===== src/rtl/program_loader_if.sv =====
// Byte-stream and instruction-memory write bundle for the program loader.
// The slave modport is the loader itself; the master modport is whatever
// feeds the byte stream and observes the memory write and status signals.
interface program_loader_if #(
    parameter int unsigned ADDR_W = 10
) ();
    logic [7:0]        byte_in;
    logic              byte_valid;
    logic              byte_ready;
    logic              mem_we;
    logic [ADDR_W-1:0] mem_addr;
    logic [31:0]       mem_wdata;
    logic              cpu_hold;
    logic              done;
    logic              error;

    modport master (
        output byte_in,
        output byte_valid,
        input  byte_ready,
        input  mem_we,
        input  mem_addr,
        input  mem_wdata,
        input  cpu_hold,
        input  done,
        input  error
    );

    modport slave (
        input  byte_in,
        input  byte_valid,
        output byte_ready,
        output mem_we,
        output mem_addr,
        output mem_wdata,
        output cpu_hold,
        output done,
        output error
    );
endinterface


===== src/rtl/program_loader.sv =====
// Boot-time instruction-memory writer. Parses a framed byte stream
// (SYNC, LEN_HI, LEN_LO, LEN big-endian words, XOR checksum), writes each
// word to consecutive word addresses and holds the CPU pipeline until a
// frame has been loaded and its checksum verified.
// The interface instance must be built with the same ADDR_W as this module.
module program_loader #(
    parameter int unsigned ADDR_W = 10,
    parameter logic [7:0]  SYNC   = 8'hA5
) (
    input  logic            clk,
    input  logic            rst_n,
    program_loader_if.slave bus
);

    typedef enum logic [2:0] {
        ST_IDLE   = 3'd0,
        ST_LEN_HI = 3'd1,
        ST_LEN_LO = 3'd2,
        ST_DATA   = 3'd3,
        ST_WRITE  = 3'd4,
        ST_CHECK  = 3'd5,
        ST_DONE   = 3'd6,
        ST_ERROR  = 3'd7
    } state_t;

    // Largest accepted length: exactly the memory capacity in words.
    localparam logic [16:0] MAX_LEN = 17'd1 << ADDR_W;

    // Running frame checksum: plain XOR of every covered byte.
    function automatic logic [7:0] f_chk_update(input logic [7:0] chk,
                                                input logic [7:0] b);
        return chk ^ b;
    endfunction

    state_t            r_state;
    logic [15:0]       r_len;
    logic [16:0]       r_word_cnt;
    logic [1:0]        r_byte_cnt;
    logic [7:0]        r_chk;
    logic              r_mem_we;
    logic [ADDR_W-1:0] r_mem_addr;
    logic [31:0]       r_mem_wdata;
    logic              r_cpu_hold;
    logic              r_done;
    logic              r_error;

    logic              w_byte_ready;
    logic              w_accept;
    logic [15:0]       w_len_full;
    logic [16:0]       w_word_cnt_nxt;

    // The only cycle a byte cannot be taken is the memory write cycle.
    assign w_byte_ready   = (r_state != ST_WRITE);
    assign w_accept       = bus.byte_valid & w_byte_ready;
    assign w_len_full     = {r_len[15:8], bus.byte_in};
    assign w_word_cnt_nxt = r_word_cnt + 17'd1;

    assign bus.byte_ready = w_byte_ready;
    assign bus.mem_we     = r_mem_we;
    assign bus.mem_addr   = r_mem_addr;
    assign bus.mem_wdata  = r_mem_wdata;
    assign bus.cpu_hold   = r_cpu_hold;
    assign bus.done       = r_done;
    assign bus.error      = r_error;

    // Frame parser FSM with all registered outputs updated alongside the state.
    always_ff @(posedge clk or negedge rst_n) begin
        if (!rst_n) begin
            r_state     <= ST_IDLE;
            r_len       <= 16'd0;
            r_word_cnt  <= 17'd0;
            r_byte_cnt  <= 2'd0;
            r_chk       <= 8'd0;
            r_mem_we    <= 1'b0;
            r_mem_addr  <= '0;
            r_mem_wdata <= 32'd0;
            r_cpu_hold  <= 1'b1;
            r_done      <= 1'b0;
            r_error     <= 1'b0;
        end else begin
            case (r_state)
                // Waiting for a frame; DONE/ERROR keep their flags until a new SYNC.
                ST_IDLE, ST_DONE, ST_ERROR: begin
                    if (w_accept && (bus.byte_in == SYNC)) begin
                        r_state    <= ST_LEN_HI;
                        r_cpu_hold <= 1'b1;
                        r_done     <= 1'b0;
                        r_error    <= 1'b0;
                        r_mem_addr <= '0;
                        r_chk      <= 8'd0;
                        r_word_cnt <= 17'd0;
                        r_byte_cnt <= 2'd0;
                    end
                end
                ST_LEN_HI: begin
                    if (w_accept) begin
                        r_len[15:8] <= bus.byte_in;
                        r_chk       <= f_chk_update(r_chk, bus.byte_in);
                        r_state     <= ST_LEN_LO;
                    end
                end
                // Length is validated before any write so mem_addr cannot wrap mid-frame.
                ST_LEN_LO: begin
                    if (w_accept) begin
                        r_len <= w_len_full;
                        r_chk <= f_chk_update(r_chk, bus.byte_in);
                        if ({1'b0, w_len_full} > MAX_LEN) begin
                            r_error <= 1'b1;
                            r_state <= ST_ERROR;
                        end else if (w_len_full == 16'd0) begin
                            r_state <= ST_CHECK;
                        end else begin
                            r_state <= ST_DATA;
                        end
                    end
                end
                ST_DATA: begin
                    if (w_accept) begin
                        r_mem_wdata <= {r_mem_wdata[23:0], bus.byte_in};
                        r_chk       <= f_chk_update(r_chk, bus.byte_in);
                        r_byte_cnt  <= r_byte_cnt + 2'd1;
                        if (r_byte_cnt == 2'd3) begin
                            r_mem_we <= 1'b1;
                            r_state  <= ST_WRITE;
                        end
                    end
                end
                // Single write cycle; address advances only after the strobe.
                ST_WRITE: begin
                    r_mem_we   <= 1'b0;
                    r_mem_addr <= r_mem_addr + 1'b1;
                    r_word_cnt <= w_word_cnt_nxt;
                    if (w_word_cnt_nxt == {1'b0, r_len}) begin
                        r_state <= ST_CHECK;
                    end else begin
                        r_state <= ST_DATA;
                    end
                end
                ST_CHECK: begin
                    if (w_accept) begin
                        if (bus.byte_in == r_chk) begin
                            r_done     <= 1'b1;
                            r_cpu_hold <= 1'b0;
                            r_state    <= ST_DONE;
                        end else begin
                            r_error <= 1'b1;
                            r_state <= ST_ERROR;
                        end
                    end
                end
                default: begin
                    r_mem_we <= 1'b0;
                    r_state  <= ST_IDLE;
                end
            endcase
        end
    end

endmodule


===== src/flat_wrapper.sv =====
// flat-port wrapper written by rule: the top's interface ports become plain ports
module program_loader_flat 
#(
    parameter int unsigned ADDR_W = 10,
    parameter logic [7:0]  SYNC   = 8'hA5
)
  (clk, rst_n, bus_byte_in, bus_byte_valid, bus_byte_ready, bus_mem_we, bus_mem_addr, bus_mem_wdata, bus_cpu_hold, bus_done, bus_error);
  program_loader_if #(.ADDR_W(ADDR_W)) bus_i ();
  input  logic clk;
  input  logic rst_n;
  input wire logic [$bits(bus_i.byte_in)-1:0] bus_byte_in;
  input wire logic [$bits(bus_i.byte_valid)-1:0] bus_byte_valid;
  output wire logic [$bits(bus_i.byte_ready)-1:0] bus_byte_ready;
  output wire logic [$bits(bus_i.mem_we)-1:0] bus_mem_we;
  output wire logic [$bits(bus_i.mem_addr)-1:0] bus_mem_addr;
  output wire logic [$bits(bus_i.mem_wdata)-1:0] bus_mem_wdata;
  output wire logic [$bits(bus_i.cpu_hold)-1:0] bus_cpu_hold;
  output wire logic [$bits(bus_i.done)-1:0] bus_done;
  output wire logic [$bits(bus_i.error)-1:0] bus_error;
  assign bus_i.byte_in = bus_byte_in;
  assign bus_i.byte_valid = bus_byte_valid;
  assign bus_byte_ready = bus_i.byte_ready;
  assign bus_mem_we = bus_i.mem_we;
  assign bus_mem_addr = bus_i.mem_addr;
  assign bus_mem_wdata = bus_i.mem_wdata;
  assign bus_cpu_hold = bus_i.cpu_hold;
  assign bus_done = bus_i.done;
  assign bus_error = bus_i.error;
  program_loader #(.ADDR_W(ADDR_W), .SYNC(SYNC)) u_core (.clk(clk), .rst_n(rst_n), .bus(bus_i));
endmodule

===== config.mk =====
export PLATFORM = sky130hd
export DESIGN_NAME = program_loader_flat
export DESIGN_NICKNAME = d
export VERILOG_FILES = /design/src/rtl/program_loader_if.sv /design/src/rtl/program_loader.sv /design/src/flat_wrapper.sv
export SDC_FILE = /design/constraint.sdc
export NUM_CORES = 1
export LEC_CHECK = 0
export BUFFER_PORTS_ARGS = -buffer_cell sky130_fd_sc_hd__buf_2
export CAP_MARGIN = 20
export CORE_MARGIN = 1.5
export CORE_UTILIZATION = 55
export CTS_CLUSTER_SIZE = 8
export DETAILED_ROUTE_END_ITERATION = 16
export PLACE_DENSITY = 0.75
export SLEW_MARGIN = 20
export SYNTH_ARGS = -nofsm -noshare
export SYNTH_HDL_FRONTEND = slang
export SYNTH_SLANG_ARGS = --single-unit

===== constraint.sdc =====
create_clock -name clk -period 3.1 [get_ports clk]
set_clock_uncertainty 0.2 [all_clocks]
set_input_delay 0.62 -clock clk [delete_from_list [all_inputs] [get_ports clk]]
set_output_delay 0.62 -clock clk [all_outputs]
set_load 0.02 [all_outputs]

Word level (Yosys, flattened, before mapping) --
Cells that the tools add are included.
Word-level totals: register bits 92, input bits 11, output and inout bits 47, word-level logic and storage cells 101
Operators by class: add/subtract/negate cells 3, $lt $le $gt $ge 1, eq/ne operators 22, multiplexer cells 39, bitwise logic cells 3, reductions and logical operators 21
Operators with widths (number):
- case mux 17 bit (2 select lines) | 1
- case mux 8 bit (2 select lines) | 2
- two-way mux 3 bit | 9
- two-way mux 8 bit | 3
- case mux 10 bit (2 select lines) | 1
- inequality test 2 x 1 -> 1 bit (second input constant) | 9
- case mux 3 bit (6 select lines) | 1
- adder 17 x 1 -> 17 bit (second input constant) | 1
- == test 17 x 16 -> 1 bit | 1
- two-way mux 17 bit | 1
- > comparator 16 x 11 -> 1 bit (second input constant) | 1
- zero test 16 bit | 1
- two-way mux 1 bit | 13
- == test 3 bit (second input constant) | 4
- AND reduction 3 bit | 4
- AND reduction 6 bit | 2
- adder 10 x 1 -> 10 bit (second input constant) | 1
- two-way mux 10 bit | 1
- nonzero test 2 bit | 5
- == test 8 bit | 1
- == test 8 bit (second input constant) | 1
- bitwise XOR 8 bit | 1
- == test 3 x 2 -> 1 bit (second input constant) | 2
- case mux 1 bit (2 select lines) | 3
- 16 further kinds | 20

Logic depth before layout (Yosys ltp) --
depth in word-level cells 5, mapped depth 10, mapped depth without buffers 7

Worst setup path before layout --
No wires, ideal clock.
path type flip-flop to output port, from register u_core.r_state[0], to output port bus_byte_ready, data arrival time 1795 ps, required time 2280 ps, path slack 485 ps, stages on the path, launching flop included 8, path buffers 4, cells stage by stage dfrtp_1 clkbuf_1 or2_2 clkbuf_1 nor2_1 inv_2 clkbuf_1 buf_1
On the way: cells in the longest elaborated chain, start to end 1
RTL lines:
- start, declared | RTL line program_loader.sv:35 | state_t r_state;
- start signal, assigned | RTL line program_loader.sv:69 | r_state <= ST_IDLE;
- start signal, assigned | RTL line program_loader.sv:85 | r_state <= ST_LEN_HI;
- start signal, assigned | RTL line program_loader.sv:99 | r_state <= ST_LEN_LO;
- inequality test 3 bit | RTL line program_loader.sv:53 | assign w_byte_ready = (r_state != ST_WRITE);
- end, declared | RTL line flat_wrapper.sv:13 | output wire logic [$bits(bus_i.byte_ready)-1:0] bus_byte_ready;
No other way between the ends.

Worst setup path after layout --
from register u_core.r_state[1], to output port bus_byte_ready
Same word-level chain as after synthesis.

==> summary.txt <==
Final layout
  • Final design instance area without fill: 5450 sq um
  • Most used cells in the layout excluding fill and tap cells: 91 x sky130_fd_sc_hd__dfrtp_1, 56 x sky130_fd_sc_hd__buf_2, 48 x sky130_fd_sc_hd__mux2_2
  • Most common cell after layout, fill and taps aside: sky130_fd_sc_hd__dfrtp_1
  • Multi-input gate area: 2380 sq um
  • Final Net Count: 535
  • Number of inserted filler cells in the final layout: 685
  • Core utilization of the finished layout: 0.653
  • Area Growth Syn to Fin: 13.0%
  • Fraction of final layout cells sized beyond drive strength 1: 0.278
  • Flip-flop and latch area: 2300 sq um
  • Ant diodes: 0

Global route
  • Global router's overall resource usage: 0.235
  • Congestion Overflow GR: 0
  • Antenna violations before repair: 0
  • Maximum number of pins on one net before global-route repair: 53
  • First-pass GRT wire length: 18.2 mm
  • Via count of the first global-routing pass: 3609

STA
  • Slew Viols, Final: 0
  • Min Tclk post-route: 2.75 ns
  • Setup total negative slack: 0 ns
  • Smallest setup slack after layout: 0.349 ns
  • Number of setup violations in the final report: 0
  • Headroom to the max-slew limit: 0.521
  • Transition time at the pin with the least slew margin: 0.716 ns
  • Fraction of the cycle the final worst path needs: 0.887
  • Final number of hold-violating endpoints: 0
  • Unrepaired setup endpoints after global routing: false
  • Achievable frequency: 363 MHz

Placed design
  • Final HPWL DP: 7.58 mm
  • Gpl congestion: 0.896
  • Port Buffers: 57
  • Pre-CTS worst setup slack: 0.211 ns
  • Total cell area at the placement stage: 5220 sq um

Power
  • Pleak: 2.39 nW
  • Peak supply drop: 0.385 mV
  • Power per cell area: 975 nW/um^2

Route
  • Wirelength, routed: 10.6 mm
  • Vias per std cell: 5.98
  • Pre-antenna DRT Iters: 4
  • Drt first-iter violations: 218
  • Number of routed nets with antenna violations: 0
  • Number of DRC violations after detailed routing: 0
  • Count of vias placed by the detailed router: 3770
  • Post-DR wirelength/cell: 16.9 microns

Worst setup path
  • Setup crit start kind: register
  • Slowest cell on the critical path: sky130_fd_sc_hd__dfrtp_1
  • Cells along the critical path: or2_2 > nor2_1 > inv_2 > buf_2
  • Required time at the endpoint of the critical path: 2.28 ns
  • Count of buffering cells on the critical path with inverters included: 2
  • WP data arrival: 1.93 ns
  • Total number of cells along the worst setup path: 4
  • Critical Path Max Stage Delay: 0.59 ns
  • Logic depth of the worst register-to-register path: 6
  • Type of destination of the critical path: output port
  • Crit path max fanout: 30
  • Critical path start-end classification: register to output port
  • Family with the most delay on the worst path: buffers and inverters

CTS
  • Root Buffer: sky130_fd_sc_hd__clkbuf_8
  • Worst skew pair latency: 0.35 ns
  • TritonCTS clock tree: built
  • Worst-path clk slew: 0.10 ns
  • Count of hold buffers inserted by post-cts repair: 0
  • Post-CTS sizing: 0
  • TritonCTS sink count: 92
  • Clock buffers created by TritonCTS: 9
  • Number of H-tree levels: 3
  • Max clock buf depth: 2
  • Number of setup buffers added after CTS: 0

Logic synthesis
  • Number of distinct library cell variants in the gate-level netlist after synthesis: 61
  • Number of synthesized register bits: 92
  • Gate Count Post-Synth: 469
  • Ys Warns: 0
  • Part of the Yosys area used for sequential elements: 0.478
  • Synthesized net count: 484
  • Cell area after synthesis: 4820 sq um
  • Share of synthesized registers carrying an async set or reset: 1.00
  • Most used flip-flop cell after synthesis: sky130_fd_sc_hd__dfrtp_1
  • Post-Syn Area per Cell: 10.3 sq um
  • Number of enable-type register cells in the synthesized netlist: 0

Run
  • Number of max-capacitance violations reported: 0

Floorplanning
  • Width of the chip: 96.6 microns
  • Number of top-level design ports: 58
  • Starting density of the core: 0.578
  • FP Rows: 33
  • Die footprint: 9340 sq um
  • Floorplan die height: 96.6 microns
  • Placeable core region: 8340 sq um

Min path
  • Class of the most critical hold timing path: primary input to async pin

Outcome
  • Result of the run: finished, final reports clean
layout make-up:
type / instances / area share
multi-input cells: 341 / 0.436
well taps: 105 / 0.0241
clock inverters: 6 / 0.0170
inverters: 9 / 0.00620
flip-flops and latches: 92 / 0.423
repair buffers: 67 / 0.0689
clock buffers: 10 / 0.0253
logic make-up after synthesis:
group	synth area share
muxes	0.116
buffers and inverters	0.0296
DFF	0.478
AOI/OAI and AO/OA	0.149
and+or+nand+nor	0.159
xor gates and xnor gates	0.0581
adders and majority gates	0.0104
synth_stat cells, types with 2 or more instances:
cell type	count	area, sq um
sky130_fd_sc_hd__xnor2_1	19	166
sky130_fd_sc_hd__o211ai_1	4	30.0
sky130_fd_sc_hd__a21oi_1	17	85.1
sky130_fd_sc_hd__clkbuf_1	21	78.8
sky130_fd_sc_hd__o41ai_1	4	35.0
sky130_fd_sc_hd__buf_2	3	15.0
sky130_fd_sc_hd__xor2_1	13	114
sky130_fd_sc_hd__nor4_1	2	12.5
sky130_fd_sc_hd__inv_1	8	30.0
sky130_fd_sc_hd__buf_1	2	7.51
sky130_fd_sc_hd__a31oi_1	2	12.5
sky130_fd_sc_hd__a22o_1	5	43.8
sky130_fd_sc_hd__o22ai_1	5	31.3
sky130_fd_sc_hd__nor3_1	6	30.0
sky130_fd_sc_hd__nor2_1	35	131
sky130_fd_sc_hd__mux2_2	48	541
sky130_fd_sc_hd__o31ai_1	3	22.5
sky130_fd_sc_hd__a41oi_1	2	17.5
sky130_fd_sc_hd__o21ai_1	8	40.0
sky130_fd_sc_hd__dfrtp_1	91	2280
sky130_fd_sc_hd__ha_1	4	50.1
sky130_fd_sc_hd__a21o_1	3	22.5
sky130_fd_sc_hd__nor4_2	3	37.5
sky130_fd_sc_hd__o21ai_0	43	215
sky130_fd_sc_hd__a22oi_1	2	15.0
sky130_fd_sc_hd__nor2b_1	2	12.5
sky130_fd_sc_hd__nand2_1	26	97.6
sky130_fd_sc_hd__and4_1	4	35.0
sky130_fd_sc_hd__and2_1	4	25.0
sky130_fd_sc_hd__nand4_1	6	37.5
sky130_fd_sc_hd__mux2i_1	2	20.0
sky130_fd_sc_hd__or4_4	2	22.5
sky130_fd_sc_hd__nand2b_1	10	62.6
sky130_fd_sc_hd__nor3b_1	5	37.5
sky130_fd_sc_hd__and3_1	7	43.8
sky130_fd_sc_hd__or3_1	2	12.5
sky130_fd_sc_hd__nand3_1	22	110
where the power goes:
part           leakage [nW]  switching [mW]  internal (mW)  total (mW)
combinational          1.13            1.26           1.02        2.28
sequential             1.14           0.442           1.67        2.11
clock                 0.110           0.440          0.482       0.922
metrics by stage:
stage               hold slack [ns]  instances  power [mW]
global route                 0.0589        630        5.67
floorplan                     0.124        469        3.72
global placement              0.265        614        4.30
detailed placement            0.284        614        4.41
CTS                          0.0412        630        5.32
finish                       0.0365        630        5.32
metal layers:
metal,part of all wire,vias to the layer above,global-route usage
met4,0.0063,0,0.0580
met1,0.49,1860,0.351
met3,0.035,5,0.0325
met2,0.47,89,0.365
met5,0,-,0
li1,-,1816,-
worst paths after layout:
kind | slack, ns | to | from
setup / recovery | 0.35 | bus_byte_ready | u_core.r_state[1]
hold / removal | 0.04 | u_core.bus.mem_wdata[29] | rst_n
setup reg to reg | 0.39 | u_core.r_state[1] | u_core.r_word_cnt[2]
hold reg to reg | 0.29 | u_core.bus.mem_addr[9] | u_core.bus.mem_addr[9]
max in group asynchronous | 1.99 | u_core.r_word_cnt[11] | rst_n
min in group clk | 0.29 | u_core.bus.mem_addr[9] | u_core.bus.mem_addr[9]
worst reg2reg max path, stage by stage, from the launching register on:
cell and delay (ns):
sky130_fd_sc_hd__dfrtp_1 0.51, sky130_fd_sc_hd__nand3_2 0.28, sky130_fd_sc_hd__or4_4 0.62, sky130_fd_sc_hd__o32ai_2 0.25, sky130_fd_sc_hd__o22ai_1 0.12, sky130_fd_sc_hd__or4_4 0.45
sky130_fd_sc_hd__a21o_1 0.19
flip-flops by register name (all words and copies together), names as in the netlist:
name                  cells
u_core.bus.error          1
u_core.r_chk              8
u_core.r_len             16
u_core.r_word_cnt        17
u_core.bus.cpu_hold       1
u_core.bus.mem_we         1
u_core.r_byte_cnt         2
u_core.bus.done           1
u_core.r_state            3
u_core.bus.mem_wdata     32
u_core.bus.mem_addr      10
Note: power is estimated with default switching activity, not from simulation.
